`src/rtl/register_dump_unit.sv`:
```
// Walks the register bank from address 0 upward and serialises every register
// MSB-first into bytes for the UART transmitter, one byte per tx_start/tx_done handshake.
module register_dump_unit #(
  parameter int NUM_REGS = 32,
  parameter int ADDR_W   = 5,
  parameter int DATA_W   = 32
) (
  input  logic              clk,
  input  logic              reset,
  input  logic              start,
  output logic [ADDR_W-1:0] dump_reg_addr,
  input  logic [DATA_W-1:0] dump_reg_data,
  output logic [7:0]        tx_data,
  output logic              tx_start,
  input  logic              tx_done,
  output logic              busy,
  output logic              done
);

  localparam int NBYTES = DATA_W / 8;
  localparam int BIDX_W = (NBYTES > 1) ? $clog2(NBYTES) : 1;
  localparam logic [ADDR_W-1:0] LAST_ADDR = ADDR_W'(NUM_REGS - 1);
  localparam logic [BIDX_W-1:0] LAST_BYTE = BIDX_W'(NBYTES - 1);

  typedef enum logic [2:0] {
    S_IDLE,
    S_LATCH,
    S_SEND,
    S_WAIT,
    S_FIN
  } state_t;

  state_t              state_reg, state_next;
  logic [ADDR_W-1:0]   addr_reg, addr_next;
  logic [BIDX_W-1:0]   byte_idx_reg, byte_idx_next;
  logic [DATA_W-1:0]   word_reg, word_next;
  logic [7:0]          tx_data_reg, tx_data_next;
  logic [7:0]          word_lanes [NBYTES];

  // Byte lanes of the word that will be held after this edge; lane 0 is the MSB.
  genvar gi;
  generate
    for (gi = 0; gi < NBYTES; gi++) begin : g_lane
      assign word_lanes[gi] = word_next[DATA_W-1-8*gi -: 8];
    end
  endgenerate

  always_ff @(posedge clk) begin
    if (reset) begin
      state_reg    <= S_IDLE;
      addr_reg     <= '0;
      byte_idx_reg <= '0;
      word_reg     <= '0;
      tx_data_reg  <= '0;
    end else begin
      state_reg    <= state_next;
      addr_reg     <= addr_next;
      byte_idx_reg <= byte_idx_next;
      word_reg     <= word_next;
      tx_data_reg  <= tx_data_next;
    end
  end

  always_comb begin
    state_next    = state_reg;
    addr_next     = addr_reg;
    byte_idx_next = byte_idx_reg;
    word_next     = word_reg;
    case (state_reg)
      S_IDLE: begin
        if (start) begin
          state_next    = S_LATCH;
          addr_next     = '0;
          byte_idx_next = '0;
        end
      end
      S_LATCH: begin
        // The only point where register contents are sampled.
        word_next  = dump_reg_data;
        state_next = S_SEND;
      end
      S_SEND: begin
        state_next = S_WAIT;
      end
      S_WAIT: begin
        if (tx_done) begin
          if (byte_idx_reg < LAST_BYTE) begin
            byte_idx_next = byte_idx_reg + BIDX_W'(1);
            state_next    = S_SEND;
          end else if (addr_reg < LAST_ADDR) begin
            addr_next     = addr_reg + ADDR_W'(1);
            byte_idx_next = '0;
            state_next    = S_LATCH;
          end else begin
            state_next = S_FIN;
          end
        end
      end
      S_FIN: begin
        state_next = S_IDLE;
        addr_next  = '0;
      end
      default: begin
        state_next = S_IDLE;
      end
    endcase
  end

  // tx_data only changes on entry to SEND, so it is stable for the whole handshake.
  always_comb begin
    tx_data_next = tx_data_reg;
    if (state_next == S_SEND) begin
      tx_data_next = word_lanes[byte_idx_next];
    end
  end

  assign dump_reg_addr = addr_reg;
  assign tx_data       = tx_data_reg;
  assign tx_start      = (state_reg == S_SEND);
  assign busy          = (state_reg != S_IDLE);
  assign done          = (state_reg == S_FIN);

endmodule
```
`config.mk`:
```
export PLATFORM = sky130hd
export DESIGN_NAME = register_dump_unit
export DESIGN_NICKNAME = d
export VERILOG_FILES = /design/src/rtl/register_dump_unit.sv
export SDC_FILE = /design/constraint.sdc
export NUM_CORES = 1
export LEC_CHECK = 0
export CAP_MARGIN = 20
export CORE_ASPECT_RATIO = 1.75
export CORE_MARGIN = 1.5
export CORE_UTILIZATION = 45
export CTS_CLUSTER_DIAMETER = 150
export DETAILED_ROUTE_END_ITERATION = 12
export DONT_BUFFER_PORTS = 1
export PLACE_DENSITY = 0.6
export SYNTH_ARGS = -nofsm -noshare
export SYNTH_HDL_FRONTEND = slang
export SYNTH_SLANG_ARGS = --single-unit
```
`constraint.sdc`:
```
create_clock -name clk -period 3.3 [get_ports clk]
set_input_delay 0.66 -clock clk [delete_from_list [all_inputs] [get_ports clk]]
set_output_delay 0.66 -clock clk [all_outputs]
set_load 0.02 [all_outputs]
```
Word level (Yosys, flattened, before mapping)
Index checks and enable logic that the tools add are counted.
- add/subtract/negate cells: 2
- magnitude comparators: 3
- equal/unequal tests: 9
- mux-type cells: 19
- bitwise operators: 1
- reduce and logical (&&, ||, !) cells: 4
- operator list (kind ; number):
    $mux 32 ; 1
    $mux 5 ; 4
    $bmux 8 s2 ; 1
    $mux 8 ; 2
    $pmux 5 s3 ; 1
    $mux 3 ; 4
    $pmux 3 s4 ; 1
    $eq 3x2->1 const B ; 3
    $mux 2 ; 4
    $ne 2x2->1 const B ; 4
    $reduce_bool 3->1 ; 2
    $add 5x1->5 const B ; 1
    $lt 5x5->1 const B ; 1
    $reduce_and 5->1 ; 1
    $pmux 2 s2 ; 1
    $eq 3x1->1 const B ; 1
    $eq 3x3->1 const B ; 1
    $ge 3x3->1 const B ; 1
    $logic_not 3->1 ; 1
    $not 2->3 ; 1
    $add 2x1->2 const B ; 1
    $lt 2x2->1 const B ; 1
- bits in registers: 50
- input port bits: 36
- output and inout bits: 16
- word-level logic and storage cells: 43

Longest topological paths before layout
- depth after elaboration: 9
- depth in mapped cells: 8
- depth with buffers taken out: 7

Worst setup path after synthesis
No wires, ideal clock.
- kind: input -> register
- start point: in tx_done
- end point: reg tx_data_reg[7], in the netlist tx_data[7]
- library setup time: 0.117 ns
- arrival time: 1.825 ns
- data required time: 3.183 ns
- setup slack: 1.358 ns
- stages on the path: 6
- buffers on the path: 0
- path through: and4b_1 > o21ai_2 > a32o_2 > nor4_2 > o2111ai_1 > and4bb_1
- longest elaborated chain between the ends: 6
- elaborated cells on any way between the ends: 9
- classes of those cells: eq/ne: 1; mux: 7; bitwise: 1
- ends and longest elaborated chain (element ; line ; text):
    start: declaration ; 15 ; input logic tx_done,
    $mux 2 ; 86 ; if (tx_done) begin
    $pmux 2 s2 ; 69 ; case (state_reg)
    $not 2->3 (implied by the code) ; 113 ; tx_data_next = word_lanes[byte_idx_next];
    $bmux 8 s2 ; 113 ;
    $mux 8 (implied by the code) (2 in a row) ; 113 ;
    end signal: assignment ; 60 ; tx_data_reg <= tx_data_next;
    end: declaration ; 37 ; logic [7:0] tx_data_reg, tx_data_next;
Several ways; a longest one is shown, not always the timed one. The select of a mux whose other input is x is not followed.
A chain may end at the register's enable or synchronous reset.

Worst setup path after layout
- start point: reg state_reg[2]
- end point: reg tx_data_reg[5], in the netlist tx_data[5]
- longest elaborated chain between the ends: 6
- elaborated cells on any way between the ends: 14
- classes of those cells: eq/ne: 4; mux: 8; bitwise: 1; reduce/logical: 1
- ends and longest elaborated chain (element ; line ; text):
    start: declaration ; 33 ; state_t state_reg, state_next;
    start signal: assignment ; 56 ; state_reg <= state_next;
    $eq 3x2->1 or $logic_not 3->1 (tied branches) ; 69 ;
    $pmux 2 s2 ; 69 ;
    $not 2->3 (implied by the code) ; 113 ;
    $bmux 8 s2 ; 113 ;
    $mux 8 (implied by the code) (2 in a row) ; 113 ;
Several ways; a longest one is shown, not always the timed one. The select of a mux whose other input is x is not followed.

==> impl_metrics.py <==
metrics = {
    "run_status": {
        "outcome": "complete, no violations",
    },
    "clock_network": {
        "cts_resized": 0,
        "cts_root_buf": "clkbuf_8",
        "clkTransAtPathRegs_ns": 0.09,
        "cts_tree": "done",
        "numCtsBuffers": 5,
        "cts_setup_buffers": 0,
        "hold_buffers": 0,
        "clock-sinks": 50,
        "htree_levels": 2,
        "clk_latency_ns": 0.30,
        "clk_path_buf_depth": 2,
    },
    "setup_path": {
        "cp_max_fo": 22,
        "r2r_start": "state_reg[2]",
        "endpoint_kind": "flip-flop",
        "r2r_cells": 6,
        "crit_type": "reg2reg",
        "path_buf_inv": 0,
        "r2r_slack_ns": 0.93,
        "crit_family": "compound AO/OA/AOI/OAI gates",
        "start_kind": "flip-flop",
        "crit_arrival_ns": 2.59,
        "critPathSlowestCell": "a31oi_4",
        "required_ns": 3.52,
        "worstPathCellList": "and4b_1, o21ai_2, a31oi_4, mux2i_1, nand2_1, a311oi_1",
        "r2r-end": "tx_data[5]",
        "max_stage_delay_ns": 0.71,
    },
    "routing": {
        "avgViaCountPerCell": 5.64,
        "drc": 0,
        "drtIter0Drc": 71,
        "drt-total-wl_mm": 4.57,
        "dr.pass1.iters": 4,
        "post_drt_wl_per_cell_microns": 16.2,
        "via_count": 1597,
        "ant_nets": 0,
    },
    "synthesis": {
        "avgSynthCellArea_sq_um": 9.70,
        "async_flop_share": 0,
        "yosysWarnings": 0,
        "ys.flop_type": "dfxtp_1",
        "synth_largest_area_cell": "dfxtp_1",
        "syn_inst": 234,
        "synthTopCellsByArea": "dfxtp_1 44%, mux2i_1 21%, nor2_1 7.9%",
        "synth_fp_nets": 272,
        "seq_area_frac_synth": 0.441,
        "synth-edff-count": 0,
        "synth_top_area_share": 0.441,
        "yosysUniqueCellTypes": 40,
        "synth-seq-cells": 50,
        "syn_area_sq_um": 2270,
    },
    "die": {
        "start_util": 0.464,
        "rows": 34,
        "ios": 52,
        "dieArea_sq_um": 5500,
        "coreArea_sq_um": 4890,
        "die_h_microns": 97.0,
        "die_x_microns": 56.7,
    },
    "global_route": {
        "grt_overflow_total": 0,
        "grt_pass1_vias": 1686,
        "grt_usage": 0.174,
        "grt_antenna_before_repair": 0,
        "grt_max_degree": 47,
        "grt_pass1_wl_mm": 7.48,
    },
    "layout": {
        "final_nets": 266,
        "fillers": 479,
        "antenna_cells": 0,
        "drive_above_1_share": 0.0961,
        "area_growth_syn_to_layout_pct": 5.02,
        "largest_reg_flops": 32,
    },
    "timing": {
        "rsz0062_at_grt": "no",
        "max_clock_freq_mhz": 422,
        "fin_tns_setup_ns": 0,
        "tightest_slew_ns": 0.846,
        "fin_worst_skew_ns": 0.00762,
        "finalCritPeriodShare": 0.718,
        "period_needed_ns": 2.37,
        "slew_headroom": 0.436,
        "finalHoldViolations": 0,
        "finalSetupViolCount": 0,
        "final_max_slew_viol_count": 0,
    },
    "power": {
        "seq_power_share": 0.531,
        "powerDensity_nw_per_um2": 543,
        "comb_power_share": 0.135,
        "total_power_mw": 1.29,
        "leakage_nw": 0.937,
        "peakVddDrop_mv": 0.366,
        "pwr-share-clk": 0.334,
        "switching_share": 0.268,
        "switchingPower_mw": 0.347,
        "p_int_mw": 0.946,
    },
    "min_path": {
        "worstHoldStart": "reset",
        "whs_endpoint": "word_reg[6]",
        "hp-class": "in2reg",
        "hold_path_depth": 1,
    },
    "place": {
        "gp_congestion": 0.779,
        "io_buffers": 0,
        "dp_hpwl_mm": 3.30,
    },
    "run": {
        "maxCapViolCount": 0,
    },
}
## cells in the mapped netlist, types with 2 or more instances
library cell  count
a21oi_1           3
a311oi_1          6
buf_2             5
buf_4             3
buf_6             2
clkbuf_1          5
dfxtp_1          50
ha_1              2
mux2i_1          47
nand2_1          16
nand2b_1          2
nand3_1           3
nand3b_1          2
nand4_1           4
nor2_1           48
nor2b_1           2
nor3_1            2
nor3_2            2
nor3b_1           2
nor4_1            2
nor4_2            2
o2111ai_1         2
o21ai_0           2
o21ai_1           2
xor2_1            3
## metal layers
metal	part of all wire	GRT usage	up-vias	wire length, microns
met5	0	0	-	0
met4	0.033	0.0971	0	153
met3	0.054	0.0468	13	249
met2	0.52	0.301	40	2360
met1	0.40	0.183	736	1810
li1	-	-	808	-
## logic make-up after synthesis
group	after synthesis	synth area share
mux	47	0.207
fa+ha+maj	2	0.0110
simple gates	95	0.210
xor+xnor	4	0.0154
flops	50	0.441
buf+inv	16	0.0408
compound gates	20	0.0744
## through the flow
stage | instances | area [sq um] | util | hold slack, ns | worst slack (ns)
CTS | 283 | 2380 | 0.487 | 0.408 | 0.897
global placement | 275 | 2270 | 0.464 | 0.465 | 0.872
detailed placement | 275 | 2270 | 0.464 | 0.466 | 0.851
global route | 283 | 2380 | 0.487 | 0.397 | 0.719
floorplan | 234 | 2270 | - | 0.455 | 1.36
finish | 283 | 2380 | 0.487 | 0.415 | 0.931
## cells in the final DEF, fill, tap and decap left out, types with 2 or more instances in the layout
cell type	instances
nor4_2	2
ha_1	2
nand3_1	3
nor3b_1	2
nand4_1	4
a311oi_1	6
nor3_1	2
nor2_1	48
nand2_1	16
o21ai_1	2
nand2b_1	2
xor2_1	3
clkbuf_8	5
clkinvlp_4	2
nand3b_1	2
o21ai_0	2
o2111ai_1	2
nor2b_1	2
mux2i_1	47
buf_4	2
nor4_1	2
dfxtp_1	50
a21oi_1	3
## worst max-delay path by stage
stage,cells past startpoint,endpoint,slack [ns],startpoint
global route,6,tx_data[5],0.72,state_reg[2]
detailed placement,6,tx_data[5],0.85,tx_done
CTS,6,tx_data[5],0.90,state_reg[2]
finish,6,tx_data[5],0.93,state_reg[2]
floorplan,6,tx_data[7],1.36,tx_done
global placement,6,tx_data[5],0.87,tx_done
## power groups by stage
stage | sequential [mW] | clock (mW) | combinational [mW]
final | 0.687 | 0.432 | 0.174
after floorplan | 0.689 | 0 | 0.165
after global routing | 0.692 | 0.465 | 0.196
after CTS | 0.687 | 0.446 | 0.178
after global placement | 0.701 | 0 | 0.175
after detailed placement | 0.702 | 0 | 0.177
## area by class of cell
cell class                      count  area, sq um  share of cell area
Multi-Input combinational cell    168         1180               0.496
Clock inverter                      3         45.0              0.0189
Timing Repair Buffer                2         15.0             0.00630
Sequential cell                    50         1000               0.420
Clock buffer                        5         68.8              0.0289
Inverter                            1         3.75             0.00157
Tap cell                           54         67.6              0.0283
Note: power is estimated with default switching activity, not from simulation.
